<file path="src/rtl/id_ex_operand_stage.sv">
// ---------------------------------------------------------------------------
// id_ex_operand_stage
//
// ID->EX pipeline register with operand assembly. It sits directly behind the
// register-file read ports and:
//   - picks each source operand from x0 (hardwired zero), the writeback value
//     landing this very cycle, or the register-file read data;
//   - detects a load in EX whose destination is read by the instruction in ID
//     (load-use hazard), stalls ID and drops exactly one bubble into EX;
//   - kills the EX slot on a mispredict flush and holds it under backpressure,
//     refreshing held operands if writeback updates their source registers;
//   - counts inserted load-use bubbles in a saturating counter.
//
// Ports
//   clk_i, rst_i             clock, synchronous active-high reset
//   id_*_i                   decoded instruction currently in ID
//   rf_rs1_data_i/rs2        register-file read data for id_rs1/rs2_addr_i
//   wb_rd_wren_i/addr/data   writeback port, same cycle as the regfile write
//   ex_flush_i               mispredict flush from EX
//   ex_stall_i               EX cannot accept a new instruction
//   id_stall_o               hold PC/IF/ID this cycle (combinational)
//   ex_*_o                   registered EX-stage copy of the ID instruction
//   bubble_cnt_o             saturating count of load-use bubbles
// ---------------------------------------------------------------------------
module id_ex_operand_stage #(
    parameter int DATA_WIDTH = 32,
    parameter int ADDR_WIDTH = 5,
    parameter int CTRL_WIDTH = 16,
    parameter int CNT_WIDTH  = 16
) (
    input  logic                  clk_i,
    input  logic                  rst_i,

    input  logic                  id_valid_i,
    input  logic [DATA_WIDTH-1:0] id_pc_i,
    input  logic [ADDR_WIDTH-1:0] id_rs1_addr_i,
    input  logic [ADDR_WIDTH-1:0] id_rs2_addr_i,
    input  logic                  id_rs1_used_i,
    input  logic                  id_rs2_used_i,
    input  logic [ADDR_WIDTH-1:0] id_rd_addr_i,
    input  logic                  id_rd_wren_i,
    input  logic                  id_is_load_i,
    input  logic [DATA_WIDTH-1:0] id_imm_i,
    input  logic [CTRL_WIDTH-1:0] id_ctrl_i,
    input  logic                  id_pred_taken_i,

    input  logic [DATA_WIDTH-1:0] rf_rs1_data_i,
    input  logic [DATA_WIDTH-1:0] rf_rs2_data_i,

    input  logic                  wb_rd_wren_i,
    input  logic [ADDR_WIDTH-1:0] wb_rd_addr_i,
    input  logic [DATA_WIDTH-1:0] wb_rd_data_i,

    input  logic                  ex_flush_i,
    input  logic                  ex_stall_i,

    output logic                  id_stall_o,

    output logic                  ex_valid_o,
    output logic [DATA_WIDTH-1:0] ex_pc_o,
    output logic [DATA_WIDTH-1:0] ex_rs1_data_o,
    output logic [DATA_WIDTH-1:0] ex_rs2_data_o,
    output logic [ADDR_WIDTH-1:0] ex_rs1_addr_o,
    output logic [ADDR_WIDTH-1:0] ex_rs2_addr_o,
    output logic [ADDR_WIDTH-1:0] ex_rd_addr_o,
    output logic                  ex_rd_wren_o,
    output logic                  ex_is_load_o,
    output logic [DATA_WIDTH-1:0] ex_imm_o,
    output logic [CTRL_WIDTH-1:0] ex_ctrl_o,
    output logic                  ex_pred_taken_o,

    output logic [CNT_WIDTH-1:0]  bubble_cnt_o
);

    // One EX slot. An all-zero value is a bubble.
    typedef struct packed {
        logic                  valid;
        logic [DATA_WIDTH-1:0] pc;
        logic [DATA_WIDTH-1:0] rs1_data;
        logic [DATA_WIDTH-1:0] rs2_data;
        logic [ADDR_WIDTH-1:0] rs1_addr;
        logic [ADDR_WIDTH-1:0] rs2_addr;
        logic [ADDR_WIDTH-1:0] rd_addr;
        logic                  rd_wren;
        logic                  is_load;
        logic [DATA_WIDTH-1:0] imm;
        logic [CTRL_WIDTH-1:0] ctrl;
        logic                  pred_taken;
    } ex_slot_t;

    localparam logic [CNT_WIDTH-1:0] CNT_MAX = '1;

    ex_slot_t              ex_q;
    ex_slot_t              id_slot;
    logic [CNT_WIDTH-1:0]  bubble_cnt_q;
    logic [DATA_WIDTH-1:0] rs1_val;
    logic [DATA_WIDTH-1:0] rs2_val;
    logic                  ex_load_pending;
    logic                  rs1_needs_load;
    logic                  rs2_needs_load;
    logic                  load_use;
    logic                  refresh_rs1;
    logic                  refresh_rs2;

    // The register file does not forward its own write, so a value being
    // written back this cycle must be taken from the WB port directly.
    // x0 is forced to zero no matter what the file or WB carry.
    function automatic logic [DATA_WIDTH-1:0] select_operand(
        input logic [ADDR_WIDTH-1:0] addr,
        input logic [DATA_WIDTH-1:0] rf_data
    );
        logic [DATA_WIDTH-1:0] val;
        val = rf_data;
        if (addr == '0) begin
            val = '0;
        end else if (wb_rd_wren_i && (wb_rd_addr_i == addr)) begin
            val = wb_rd_data_i;
        end
        return val;
    endfunction

    always_comb begin
        rs1_val = select_operand(id_rs1_addr_i, rf_rs1_data_i);
        rs2_val = select_operand(id_rs2_addr_i, rf_rs2_data_i);
    end

    // A load in EX only produces its data at the end of MEM, which is too
    // late for the instruction directly behind it, so that consumer waits.
    always_comb begin
        ex_load_pending = ex_q.valid && ex_q.is_load && ex_q.rd_wren &&
                          (ex_q.rd_addr != '0);
        rs1_needs_load  = id_rs1_used_i && (id_rs1_addr_i == ex_q.rd_addr);
        rs2_needs_load  = id_rs2_used_i && (id_rs2_addr_i == ex_q.rd_addr);
        load_use        = id_valid_i && ex_load_pending &&
                          (rs1_needs_load || rs2_needs_load);
        // Flush clears both the hazard source and the reason to hold.
        id_stall_o      = !ex_flush_i && (ex_stall_i || load_use);
    end

    // While EX is held its operands were captured earlier; a writeback to the
    // same register in the meantime would otherwise leave them stale.
    always_comb begin
        refresh_rs1 = wb_rd_wren_i && (ex_q.rs1_addr != '0) &&
                      (wb_rd_addr_i == ex_q.rs1_addr);
        refresh_rs2 = wb_rd_wren_i && (ex_q.rs2_addr != '0) &&
                      (wb_rd_addr_i == ex_q.rs2_addr);
    end

    always_comb begin
        id_slot = '0;
        if (id_valid_i) begin
            id_slot.valid      = 1'b1;
            id_slot.pc         = id_pc_i;
            id_slot.rs1_data   = rs1_val;
            id_slot.rs2_data   = rs2_val;
            id_slot.rs1_addr   = id_rs1_addr_i;
            id_slot.rs2_addr   = id_rs2_addr_i;
            id_slot.rd_addr    = id_rd_addr_i;
            id_slot.rd_wren    = id_rd_wren_i;
            id_slot.is_load    = id_is_load_i;
            id_slot.imm        = id_imm_i;
            id_slot.ctrl       = id_ctrl_i;
            id_slot.pred_taken = id_pred_taken_i;
        end
    end

    // Priority: reset, flush, hold, load-use bubble, normal advance.
    always_ff @(posedge clk_i) begin
        if (rst_i) begin
            ex_q         <= '0;
            bubble_cnt_q <= '0;
        end else if (ex_flush_i) begin
            ex_q <= '0;
        end else if (ex_stall_i) begin
            if (refresh_rs1) begin
                ex_q.rs1_data <= wb_rd_data_i;
            end
            if (refresh_rs2) begin
                ex_q.rs2_data <= wb_rd_data_i;
            end
        end else if (load_use) begin
            ex_q <= '0;
            if (bubble_cnt_q != CNT_MAX) begin
                bubble_cnt_q <= bubble_cnt_q + CNT_WIDTH'(1);
            end
        end else begin
            ex_q <= id_slot;
        end
    end

    assign ex_valid_o      = ex_q.valid;
    assign ex_pc_o         = ex_q.pc;
    assign ex_rs1_data_o   = ex_q.rs1_data;
    assign ex_rs2_data_o   = ex_q.rs2_data;
    assign ex_rs1_addr_o   = ex_q.rs1_addr;
    assign ex_rs2_addr_o   = ex_q.rs2_addr;
    assign ex_rd_addr_o    = ex_q.rd_addr;
    assign ex_rd_wren_o    = ex_q.rd_wren;
    assign ex_is_load_o    = ex_q.is_load;
    assign ex_imm_o        = ex_q.imm;
    assign ex_ctrl_o       = ex_q.ctrl;
    assign ex_pred_taken_o = ex_q.pred_taken;
    assign bubble_cnt_o    = bubble_cnt_q;

endmodule

</file>
<file path="config.mk">
export PLATFORM = sky130hd
export DESIGN_NAME = id_ex_operand_stage
export DESIGN_NICKNAME = d
export VERILOG_FILES = /design/src/rtl/id_ex_operand_stage.sv
export SDC_FILE = /design/constraint.sdc
export NUM_CORES = 1
export LEC_CHECK = 0
export BUFFER_PORTS_ARGS = -buffer_cell sky130_fd_sc_hd__buf_2
export CAP_MARGIN = 20
export CORE_AREA = 2 2 152 154
export CTS_CLUSTER_SIZE = 24
export DETAILED_ROUTE_END_ITERATION = 16
export DIE_AREA = 0 0 154 156
export GPL_ROUTABILITY_DRIVEN = 0
export HOLD_SLACK_MARGIN = 0.15
export PLACE_DENSITY = 0.69
export REMOVE_ABC_BUFFERS = 1
export SLEW_MARGIN = 15
export SYNTH_ARGS = -nofsm -noshare
export SYNTH_HDL_FRONTEND = slang
export SYNTH_SLANG_ARGS = --single-unit
</file>
<file path="constraint.sdc">
create_clock -name clk_i -period 1.8 [get_ports clk_i]
set_input_delay 0.36 -clock clk_i [delete_from_list [all_inputs] [get_ports clk_i]]
set_output_delay 0.36 -clock clk_i [all_outputs]
set_load 0.02 [all_outputs]
</file>
# == Word-level counts from Yosys, hierarchy flattened ==
# Cells that the tools add are included.
# totals
ff_bits,179
elab_cells,58
# op_classes
muxes,9
n_reduce_logical,24
eq_ne,9
n_bitwise,2
addsub,1
# ops
cell,count
163-bit 2-to-1 mux,2
32-bit 2-to-1 mux,6
64-bit 2-to-1 mux,1
5-bit equality test,6
"16-bit by 1-bit adder with 16-bit output, second input constant",1
"16-bit inequality test, second input constant",1
5-bit nonzero test,3
1-bit logical AND,14
5-bit logical NOT,2
"2-bit by 1-bit inequality test with 1-bit output, second input constant",2
4-bit AND reduction,1
1-bit logical OR,2
1-bit inverter,2
2-bit OR reduction,1
1-bit logical NOT,1

# == Longest topological paths before layout ==
# Gate-level depths: netlist of run 1.
# depth
ltp_word,7
mapped_depth,9
mapped_depth_nobuf,7

# == Least setup slack after synthesis of run 1 ==
# No wires, ideal clock.
# synth_timing
path_type,reg2reg
startpoint,register bubble_cnt_q[0] (netlist: bubble_cnt_o[0])
endpoint,register bubble_cnt_q[1] (netlist: bubble_cnt_o[1])
t_arrival_ns,1.909
path_buffers,2
required_ns,1.672
setup_time_ns,0.128
stages_incl_launch_ff,10
slack_ns,-0.236
cell_sequence,dfxtp_1 > ha_1 > nand3_1 > nor2_1 > a41oi_1 > nand3_2 > buf_6 > buf_2 > mux2i_1 > nor2_1
# synth_via
elab_chain_cells,2
elab_cells_between_ends,3
classes_between,add/sub: 1; eq/ne: 1; reduce/logical: 1
# synth_rtl
element,line,source
from (decl),95,logic [CNT_WIDTH-1:0] bubble_cnt_q;
from (signal assigned),184,bubble_cnt_q <= bubble_cnt_q + CNT_WIDTH'(1);
branches (longest 2 deep; another with 16-bit by 1-bit adder with 16-bit output),-,
# Parallel ways; which one is timed is not known.
# A chain may end at the register's enable or synchronous reset.

# == Worst setup path after layout of run 1 ==
# layout_timing
startpoint,register ex_q (netlist bit ex_rd_addr_o[2])
endpoint,register ex_q (netlist bit ex_imm_o[16])
# layout_via
elab_chain_cells,5
elab_cells_between_ends,10
classes_between,eq/ne: 2; mux: 1; reduce/logical: 7
# layout_rtl
element,line,source
from (decl),93,ex_slot_t ex_q;
from (signal assigned),187,ex_q <= id_slot;
"5-bit equality test, or another cell as far along",132,rs1_needs_load = id_rs1_used_i && (id_rs1_addr_i == ex_q.rd_addr);
"1-bit logical AND, on equally long branches","132, 130, 133",
1-bit logical OR / 1-bit logical AND (equally long branches),"135, 134",
1-bit logical AND *,134,load_use = id_valid_i && ex_load_pending &&
163-bit 2-to-1 mux *,181,end else if (load_use) begin
# Every way passes the cells marked *; elsewhere a longest branch is shown, timed or not.

==> results.txt, run 1 <==
The critical path required time is 2.13 ns. For this design the ratio of total power to cell area is 741 nW/um2. The CTS tree is built. The fraction of registers with async set/reset is 0%.

The tree built by TritonCTS fans out to 179 sinks. The worst setup path is launched from a flop. The max-capacitance violation count came out at 0. The post-layout minimum cycle time is 2.20 ns. The total overflow left after global routing is 0. The worst hold path begins at id_ctrl_i[2]. The horizontal die dimension is 154 um. The synthesized area per cell came out at 9.76 um2. The count of fill cells added during filler insertion came out at 1898.

The floorplan step defined a die boundary enclosing 24000 um2. Across all setup checks in the final design, the least slack found is -0.397 ns. In this run the clock root is driven by a clkbuf_16. The final net count is 1525. The initial antenna violation count came out at 2. The count of unresolved DRC violations after routing is 0. The maximum VDD drop is 670 uV.

From bottom edge to top edge, the die measures 156 um. In this run the worst path has a maximum fanout of 8. The worst setup path is of the flop to flop kind. The relative slew slack came out at 79.2%.

The number of global-route vias before repair came to 8744. The most critical setup path has its startpoint at ex_rd_addr_o[2]$_SDFFE_PP0N_. The startpoint identified for the worst register-to-register timing path is ex_rd_addr_o[2]$_SDFFE_PP0N_. Input and output buffers added on the ports amount to 386. The count of TritonRoute iterations in the first routing pass is 5. The tightest hold path in the finished design has a slack of 0.155 ns.

The share of the clock period used by the worst path after layout came out at 122%. The routed wirelength normalized by instance count came out at 19.7 um. The count of pins over their slew limit came out at 0.

The post-synthesis instance total came out at 777. The overall via count from detail_route came out at 8554. The number of library cell types mapped by synthesis came out at 34. The number of buffers created by CTS is 17. Setup repair after global routing could not meet its margin everywhere. The checks that failed: negative setup slack. Using the TritonRoute via totals, the vias-per-cell ratio works out to 5.29.

Yosys mapped a number of flops with a built-in enable equal to 0. The H-tree level count came out at 4. From synthesis to final layout, the design area changed by 69.4%. The number of failing setup endpoints in the final timing report came out at 178.

In the final layout, the share of cells above drive strength 1 is 44.7%. The critical path data arrival time came out at 2.53 ns. The first global-routing pass estimated 47.7 mm of wire. The post-detailed-route count of antenna-violating nets came out at 0. The path class of the tightest hold or removal check is primary input to flop.

During I/O placement, the number of pins put on the boundary was 387. In the global route stage, overall resource usage came out at 25.3%. The count of synthesis-stage warnings from yosys came out at 0.

Derived from the worst setup path, the maximum achievable clock frequency is 455 MHz. The number of flip-flops and latches in the synthesized netlist came out at 179. The source-to-sink clock delay at the later pin of the worst-skew pair is 0.45 ns. The number of endpoints with negative hold slack in the final report came out at 0. The area taken by flip-flops and latches came out at 3590 um2.

The worst setup slack after placement came out at -0.318 ns. The wire length reported by the detailed router came out at 31.8 mm. The transition time at the pin with the least slew margin is 0.309 ns.

The half-perimeter wire length of the detailed placement result is 19.9 mm. The placeable core region is 22400 um2. The maximum buffer depth of the clock tree is 2. The proportion of synthesized chip area in sequential cells is 47.3%.

The clock-pin slew of the registers on the worst-case setup and hold paths came out at 0.09 ns. The most instantiated flip-flop cell in the synthesis netlist is dfxtp_1. The static leakage is 5.88 nW. The row count came out at 55. Summing all multi-input logic gate instances after layout gives 3880 um2. The flow ran to the end, but the final reports show violations. The total power is 9.52 mW. STA classifies the critical path endpoint as a flop. The pin count of the biggest net entering global routing came out at 50. The post-synthesis instance area came out at 7580 um2. The post-route clock skew is 0.0317 ns.

The initial utilization of the core area, before any placement, comes to 33.9%. The count of routing violations after the opening detailed-route iteration is 621.
==> sequential cells by signal (all words and copies together) (netlist names), 16 cells and up <==
signal / cells
ex_rs2_data_o: 32
ex_ctrl_o: 16
ex_imm_o: 32
ex_rs1_data_o: 32
bubble_cnt_o: 16
ex_pc_o: 32
==> per-layer routing <==
layer	vias up	wire [um]	track usage, %	part of all wire, %
met1	4039	11900	27.6	37
met2	430	16200	46.1	51
met5	-	18	0	0.057
li1	4007	-	-	-
met3	76	2730	7.25	8.6
met4	2	966	10.0	3.0
==> layout by cell type, fill, tap and decap left out, types with 10 or more instances in the layout <==
master | synthesis | layout
buf_2 | 17 | 385
dfxtp_1 | 179 | 174
a22o_1 | 98 | 98
dlygate4sd3_1 | 0 | 86
mux2_1 | 65 | 64
o21ai_0 | 64 | 64
a31oi_1 | 64 | 63
buf_4 | 0 | 63
nand3_1 | 69 | 57
nand2_1 | 44 | 42
buf_12 | 0 | 27
clkbuf_16 | 0 | 20
xor2_1 | 15 | 14
buf_16 | 0 | 14
xnor2_1 | 16 | 12
nand3_2 | 1 | 12
o21ai_1 | 11 | 11
nor2_1 | 13 | 10
buf_6 | 11 | 10
==> Yosys cell counts, types with 2 or more instances <==
master / n / area [um2]
xnor2_1: 16 / 140
mux2_1: 65 / 732
nand3_1: 69 / 345
nor2_1: 13 / 48.8
clkbuf_1: 36 / 135
or3_1: 11 / 68.8
buf_6: 11 / 124
buf_1: 6 / 22.5
o21ai_0: 64 / 320
and2_1: 4 / 25.0
a21oi_1: 15 / 75.1
nor4_1: 4 / 25.0
dfxtp_1: 179 / 3580
a22o_1: 98 / 858
xor2_1: 15 / 131
nor3_1: 9 / 45.0
nand4_1: 8 / 50.1
nand2_1: 44 / 165
buf_2: 17 / 85.1
a31oi_1: 64 / 400
o2111ai_1: 2 / 17.5
o21ai_1: 11 / 55.1
and4_1: 3 / 26.3
and3_1: 3 / 18.8
==> critical path, cell delays in order, from the launching register on <==
cell     delay [ns]
dfxtp_4        0.38
xnor2_2        0.15
nand4_1        0.17
o22ai_2        0.24
buf_6          0.13
buf_4          0.12
a21oi_4        0.05
buf_12         0.13
and2_4         0.22
buf_12         0.16
buf_16         0.13
a22o_1         0.19
==> where the power goes <==
| part | switching [mW] | internal [mW] | total (mW) |
|---|---|---|---|
| clock network | 1.91 | 2.01 | 3.92 |
| logic | 0.734 | 0.743 | 1.48 |
| registers | 0.0624 | 4.06 | 4.12 |
==> cell type report <==
type | count | share of cell area (%)
timing repair buffer | 589 | 34.2
antenna | 1 | 0.0195
tap | 285 | 2.78
clock inverter | 15 | 1.46
sequential | 179 | 28.0
clock buffer | 17 | 3.31
multi-input combinational | 528 | 30.2
inverter | 2 | 0.0584
==> metrics by stage <==
step | std cells | utilization [%] | instance area [um2] | TNS (ns)
detailed placement | 1455 | 46.0 | 10300 | -32.60
floorplan | 707 | - | 7220 | -479.34
CTS | 1603 | 55.8 | 12500 | -28.54
finish | 1616 | 57.4 | 12800 | -50.18
global placement | 1455 | 46.0 | 10300 | -29.51
global route | 1616 | 57.4 | 12800 | -63.26
==> timing repair <==
| action | CTS | global route |
|---|---|---|
| setup endpoints to repair | 158 | 178 |
| hold buffers | 86 | 0 |
| gates cloned | 18 | 3 |
| gates resized for setup | 48 | 37 |
| setup buffers | 12 | 9 |
| endpoints found under the hold margin | 86 | 0 |
| pin swaps | 61 | 23 |
==> cell families after synthesis <==
logic type      synth area share [%]
xor+xnor                        3.58
flops                           47.3
compound gates                  23.1
fa+ha+maj                      0.165
buf+inv                         4.93
mux                             9.79
simple gates                    11.2
==> worst paths after layout <==
kind / to / slack [ns] / depth (start not counted)
max: ex_imm_o[16]$_SDFFE_PP0N_ / -0.40 / 11
min: ex_ctrl_o[2]$_SDFFE_PP0N_ / 0.15 / 2
max reg2reg: ex_imm_o[16]$_SDFFE_PP0N_ / -0.40 / 11
min reg2reg: ex_pc_o[19]$_SDFFE_PP0N_ / 0.47 / 1
(Power assumes the default switching activity.)
==> run 2: changes to the inputs <==
- RECOVER_POWER: unset -> 25
==> results.txt, run 2 (synthesis gave the netlist of run 1 again) <==
The first-pass GRT wire length is 47.7 mm (unchanged). The area growth from synthesis to layout came out at 68.7%. The wire length reported by the detailed router is 31.8 mm (+0.15%).

The post-route core utilization is 57.2% (-0.25 points). The height of the die came out at 156 um (unchanged). The leading cell type in the layout, fill and taps excluded is buf_2. The share of the clock period used by the worst path after layout came out at 122% (+0.20 points). The static leakage came out at 5.70 nW (-3.2%). Setup repair after global routing could not meet its margin everywhere. The endpoint type of the worst setup path is a flop. The register share of total power came out at 43.4% (about the same). The maximum VDD drop was 670 uV (about the same). The starting density of the core is 33.9% (unchanged). The die outline area came out at 24000 um2 (unchanged).

The highest clock frequency the design can meet is 455 MHz (-0.16%). The final net count is 1525 (unchanged). The run finished, with violations left. The worst hold path belongs to the class primary input to flop. The leftover overflow at the end of global routing came out at 0 (unchanged). The H-tree level count is 4 (unchanged). The net switching power came out at 2.71 mW (about the same). In the layout the commonest cells are buf_2, dfxtp_1, a22o_1. The critical path data arrival time was 2.53 ns (about the same). The highest fanout seen on the critical path is 8 (unchanged). The post-layout minimum cycle time came out at 2.20 ns (+0.00356 ns). The count of unresolved DRC violations after routing was 0 (unchanged). The type of element launching the critical path is a flop.

The final worst slack came out at -0.400 ns (-0.00356 ns). The worst setup path is of the flop to flop kind. The post-route clock skew was 0.0310 ns (-0.000700 ns).

The relative contribution of combinational cells to total power came out at 15.4% (about the same). The overall via count from detail_route is 8541 (-0.15%). The share of total power consumed by net switching came out at 28.5% (+0.038 points). The area of all placed cells without fillers is 12800 um2 (-0.44%). The number of buffers created by CTS came out at 17 (unchanged). The TritonCTS sink count was 179 (unchanged). The global-route usage over all layers was 25.3% (unchanged). The horizontal die dimension is 154 um (unchanged). TritonCTS built the clock tree. The placeable core region is 22400 um2 (unchanged).

The post-route setup TNS is -50.93 ns (-0.747 ns). The number of failing setup endpoints in the final timing report is 178 (unchanged). The number of buffer cells added on primary ports came to 386 (unchanged).

The count of TritonRoute iterations in the first routing pass is 6 (+1). The final reports fail on negative setup slack. The post-detailed-route count of antenna-violating nets came out at 0 (unchanged). The row count came out at 55 (unchanged). The number of primary I/O pins came out at 387 (unchanged).

The source-to-sink clock delay at the later pin of the worst-skew pair came out at 0.44 ns (about the same). The instance area at placement came out at 10300 um2 (unchanged). The pin count of the biggest net entering global routing came out at 50 (unchanged).

The maximum buffer depth of the clock tree came out at 2 (unchanged). The max-capacitance violation count is 0 (unchanged). The clock root buffer is clkbuf_16.

The cell internal power dissipation is 6.80 mW (-0.16%). The share of cells above drive strength 1 is 41.3% (-3.4 points). The half-perimeter wire length of the detailed placement result is 19.9 mm (unchanged). The count of routing violations after the opening detailed-route iteration came out at 646 (+4.0%). The number of endpoints with negative hold slack in the final report was 0 (unchanged). The relative slew slack came out at 76.4% (-2.8 points). The number of global-route vias before repair came to 8744 (unchanged). The tightest hold margin is 0.155 ns (+0.000695 ns). The clock network fraction of total power is 41.2% (about the same).

The clock-pin slew of the registers on the worst-case setup and hold paths was 0.09 ns (about the same). The count of pins over their slew limit came out at 0 (unchanged). The routed wirelength normalized by instance count came out at 19.7 um (+0.15%). The transition time at the pin with the least slew margin came to 0.355 ns (+0.0457 ns). The critical path required time came out at 2.13 ns (about the same).

The initial antenna violation count is 2 (unchanged). The average via count per standard cell is 5.29 (-0.15%). The power density over cell area is 744 nW/um2 (+0.34%).
## run 2: cell types whose count changed in the layout (fill, tap and decap cells not counted), sizes merged
cell / change
clkbuf: +45
buf: -45
## run 2: repair_timing
item                       CTS  global route
hold buffers                86             0
setup endpoints to repair  158           178
gates resized for setup     48            37
hold endpoints to repair    86             0
gates cloned                18             3
pin swaps                   61            23
setup buffers               12             9
## run 2: worst paths after layout
kind / slack [ns] / cells past startpoint / startpoint / endpoint
worst max register to register: -0.40 / 11 / ex_rd_addr_o[2]$_SDFFE_PP0N_ / ex_imm_o[16]$_SDFFE_PP0N_
worst max-delay path: -0.40 / 11 / ex_rd_addr_o[2]$_SDFFE_PP0N_ / ex_imm_o[16]$_SDFFE_PP0N_
worst min register to register: 0.48 / 1 / ex_pc_o[19]$_SDFFE_PP0N_ / ex_pc_o[19]$_SDFFE_PP0N_
worst min-delay path: 0.16 / 2 / id_ctrl_i[2] / ex_ctrl_o[2]$_SDFFE_PP0N_
## run 2: metal layers
metal	vias up	part of all wire (%)	track usage [%]
met5	-	0.041	0
met4	2	3.0	10.0
met3	68	8.8	7.25
met2	445	51	46.1
met1	4014	37	27.6
li1	4012	-	-
## run 2: layout make-up
type                            instances  area (um2)
Clock buffer                           17         425
Multi-Input combinational cell        528        3880
Sequential cell                       179        3590
Timing Repair Buffer                  589        4330
Inverter                                2        7.51
Clock inverter                         15         188
Tap cell                              285         357
Fill cell                            1925        9580
Antenna cell                            1        2.50
## run 2: power groups by stage
stage | clock network (mW) | logic (mW) | registers, mW
2_1_floorplan | 0 | 0.366 | 4.34
3_3_place_gp | 0 | 1.10 | 4.21
3_5_place_dp | 0 | 1.11 | 4.21
4_1_cts | 3.98 | 1.40 | 4.12
5_1_grt | 4.15 | 1.57 | 4.14
6_report | 3.92 | 1.47 | 4.12
## run 2: critical path, cell delays in order, from the launching register on
cell     delay, ns
dfxtp_4       0.38
xnor2_2       0.15
nand4_1       0.17
o22ai_2       0.25
buf_6         0.13
buf_4         0.12
a21oi_4       0.05
buf_12        0.13
and2_4        0.22
buf_12        0.16
buf_16        0.13
a22o_1        0.19
## run 2: per-stage QoR
| step | std cells | setup WS [ns] | total power [mW] |
|---|---|---|---|
| 6_report | 1616 | -0.400 | 9.51 |
| 4_1_cts | 1603 | -0.357 | 9.50 |
| 5_1_grt | 1616 | -0.468 | 9.85 |
| 3_5_place_dp | 1455 | -0.318 | 5.32 |
| 3_3_place_gp | 1455 | -0.311 | 5.31 |
| 2_1_floorplan | 707 | -3.64 | 4.70 |
==> run 3: changes to the inputs <==
- BUFFER_PORTS_ARGS: -buffer_cell sky130_fd_sc_hd__buf_2 -> unset
- CORE_AREA: 2 2 152 154 -> 2 2 150 152
- DIE_AREA: 0 0 154 156 -> 0 0 152 154
- DONT_BUFFER_PORTS: unset -> 1
- HOLD_SLACK_MARGIN: 0.15 -> unset
- PLACE_DENSITY: 0.69 -> 0.55
==> results.txt, run 3 (synthesis gave the netlist of run 1 again) <==
The flow ran to the end, but the final reports show violations. The checks that failed: negative setup slack. The count of pins over their slew limit came out at 0 (unchanged). The instance area at placement came out at 8250 um2 (-20%).

The met1 usage came out at 24.9% (-2.7 points). The met2 capacity usage during global routing came out at 36.8% (-9.3 points). The number of global-route vias before repair is 6438 (-26%). The share of the clock period used by the worst path after layout is 121% (-1.6 points). The wire length reported by the detailed router is 26.9 mm (-16%). The relative slew slack is 56.6% (-20 points).

In this run the most used layer during global routing was met2. The share of cells above drive strength 1 was 25.9% (-15 points). Setup repair after global routing could not meet its margin everywhere. The met3 global-route usage is 8.91% (+1.7 points). STA classifies the critical path endpoint as an output port. The static leakage was 3.67 nW (-36%).

The overall via count from detail_route is 6624 (-22%). The highest fanout seen on the critical path came out at 3 (-5). The reg-to-reg startpoint is ex_rd_addr_o[4]$_SDFFE_PP0N_.

The critical path data arrival time is 1.81 ns (-0.72 ns). The height of the die was 154 um (-1.3%). The maximum VDD drop is 449 uV (-33%). The routed wirelength normalized by instance count is 23.9 um (+21%). The placed instance count was 1055 (-27%).

The horizontal die dimension was 152 um (-1.3%). The count of unresolved DRC violations after routing is 0 (unchanged). The TritonCTS sink count is 179 (unchanged). The worst hold path belongs to the class primary input to flop. The post-detailed-route count of antenna-violating nets is 0 (unchanged).

The half-perimeter wire length of the detailed placement result came out at 16.8 mm (-16%). The type of element launching the critical path is a flop. The max-capacitance violation count came to 0 (unchanged). The source-to-sink clock delay at the later pin of the worst-skew pair came out at 0.44 ns (about the same).

The top cell types in the final layout, fill and taps aside, are dfxtp_1, a22o_1, mux2_1. The count of TritonRoute iterations in the first routing pass came out at 5 (-1). The die outline area is 23400 um2 (-2.6%). The post-layout minimum cycle time came to 2.17 ns (-0.0283 ns). The starting density of the core came out at 35.0% (+1.1 points). The post-route non-filler standard cell count is 1124 (-30%).

The pin count of the biggest net entering global routing came out at 99 (+98%). The number of primary I/O pins came out at 387 (unchanged). The worst setup slack after placement is -0.194 ns (+0.124 ns).

The average via count per standard cell is 5.89 (+12%). The final net count came out at 1037 (-32%). The highest clock frequency the design can meet came out at 460 MHz (+1.3%).

The area of all placed cells without fillers came to 10000 um2 (-22%). The number of endpoints with negative hold slack in the final report is 0 (unchanged). The leftover overflow at the end of global routing came to 0 (unchanged).

The clock root buffer is clkbuf_16. The number of failing setup endpoints in the final timing report came out at 176 (-1.1%). The critical path required time is 1.44 ns (-0.69 ns).

The power density over cell area was 865 nW/um2 (+16%). The final worst slack is -0.372 ns (+0.0283 ns). The count of routing violations after the opening detailed-route iteration was 406 (-37%).

The startpoint identified for the worst hold timing path is id_pc_i[7]. The total power was 8.65 mW (-9.0%). The initial antenna violation count was 3 (+1). The transition time at the pin with the least slew margin is 0.649 ns (+0.294 ns). The number of buffers created by CTS came out at 17 (unchanged). The first-pass GRT wire length came out at 39.7 mm (-17%). The maximum buffer depth of the clock tree is 2 (unchanged). The post-route clock skew came out at 0.0244 ns (-0.00658 ns).

The H-tree level count is 4 (unchanged). Tracing the worst setup path back leads to its startpoint at ex_rd_addr_o[4]$_SDFFE_PP0N_. By startpoint and endpoint, the worst setup path is classified as flop to output port. The placeable core region is 21700 um2 (-3.0%). TritonCTS built the clock tree. The global-route usage over all layers is 21.8% (-3.4 points). The number of buffer cells added on primary ports came out at 0 (-100%). The area growth from synthesis to layout is 31.9%.

The row count came out at 54 (-1.8%). The leading cell type in the layout, fill and taps excluded is dfxtp_1. The clock-pin slew of the registers on the worst-case setup and hold paths is 0.08 ns (about the same).
==> run 3: cell count changes in the layout (fill, tap and decap cells not counted), sizes merged <==
cell / before / now
buf: 455 / 94
dlygate4sd3: 86 / 2
clkbuf: 65 / 19
bufbuf: 0 / 5
and2: 6 / 4
diode: 1 / 3
bufinv: 1 / 0
==> run 3: worst max-delay path: stages (launching register included) <==
cell and delay, ns:
dfxtp_4 0.36, xnor2_2 0.14, nand4_1 0.15, o22ai_2 0.22
buf_4 0.15, buf_6 0.09, a21oi_2 0.05, nor2_2 0.10
buf_6 0.13
==> run 3: per-stage QoR <==
stage               TNS [ns]  util, %  hold slack [ns]
floorplan            -479.34        -            0.429
global placement      -12.81     38.0            0.432
detailed placement    -14.51     38.0            0.433
CTS                   -20.34     44.8           0.0258
global route          -46.11     46.1           0.0270
finish                -31.54     46.1           0.0399
==> run 3: final timing paths <==
kind	to	slack [ns]	depth (start not counted)
worst max register to register	ex_imm_o[7]$_SDFFE_PP0N_	-0.27	11
worst min register to register	ex_rs1_addr_o[4]$_SDFFE_PP0N_	0.55	1
worst max-delay path	id_stall_o	-0.37	8
worst min-delay path	ex_pc_o[7]$_SDFFE_PP0N_	0.04	1
==> run 3: cell type report <==
type | count | area (um2)
Antenna cell | 3 | 7.51
Clock buffer | 17 | 425
Clock inverter | 14 | 145
Fill cell | 2019 | 11700
Inverter | 2 | 7.51
Multi-Input combinational cell | 526 | 4040
Sequential cell | 179 | 3600
Tap cell | 280 | 350
Timing Repair Buffer | 103 | 1430
==> run 3: repair_timing <==
item | in CTS | in global routing
pin swaps | 43 | 51
setup endpoints to repair | 164 | 180
gates cloned | 16 | 2
hold buffers | 2 | 0
resized for setup | 61 | 58
endpoints found under the hold margin | 16 | 0
buffers inserted | 15 | 5
==> run 3: metal layers <==
metal | vias to the layer above | wire length [um]
met5 | - | 0
met4 | 0 | 707
met1 | 3168 | 10200
met2 | 365 | 13200
met3 | 47 | 2810
li1 | 3044 | -
==> run 3: where the power goes <==
group	total (mW)	internal [mW]	leakage, nW	switching, mW
clock network	3.62	1.84	0.279	1.78
registers	4.26	4.06	1.46	0.204
logic	0.770	0.376	1.94	0.393
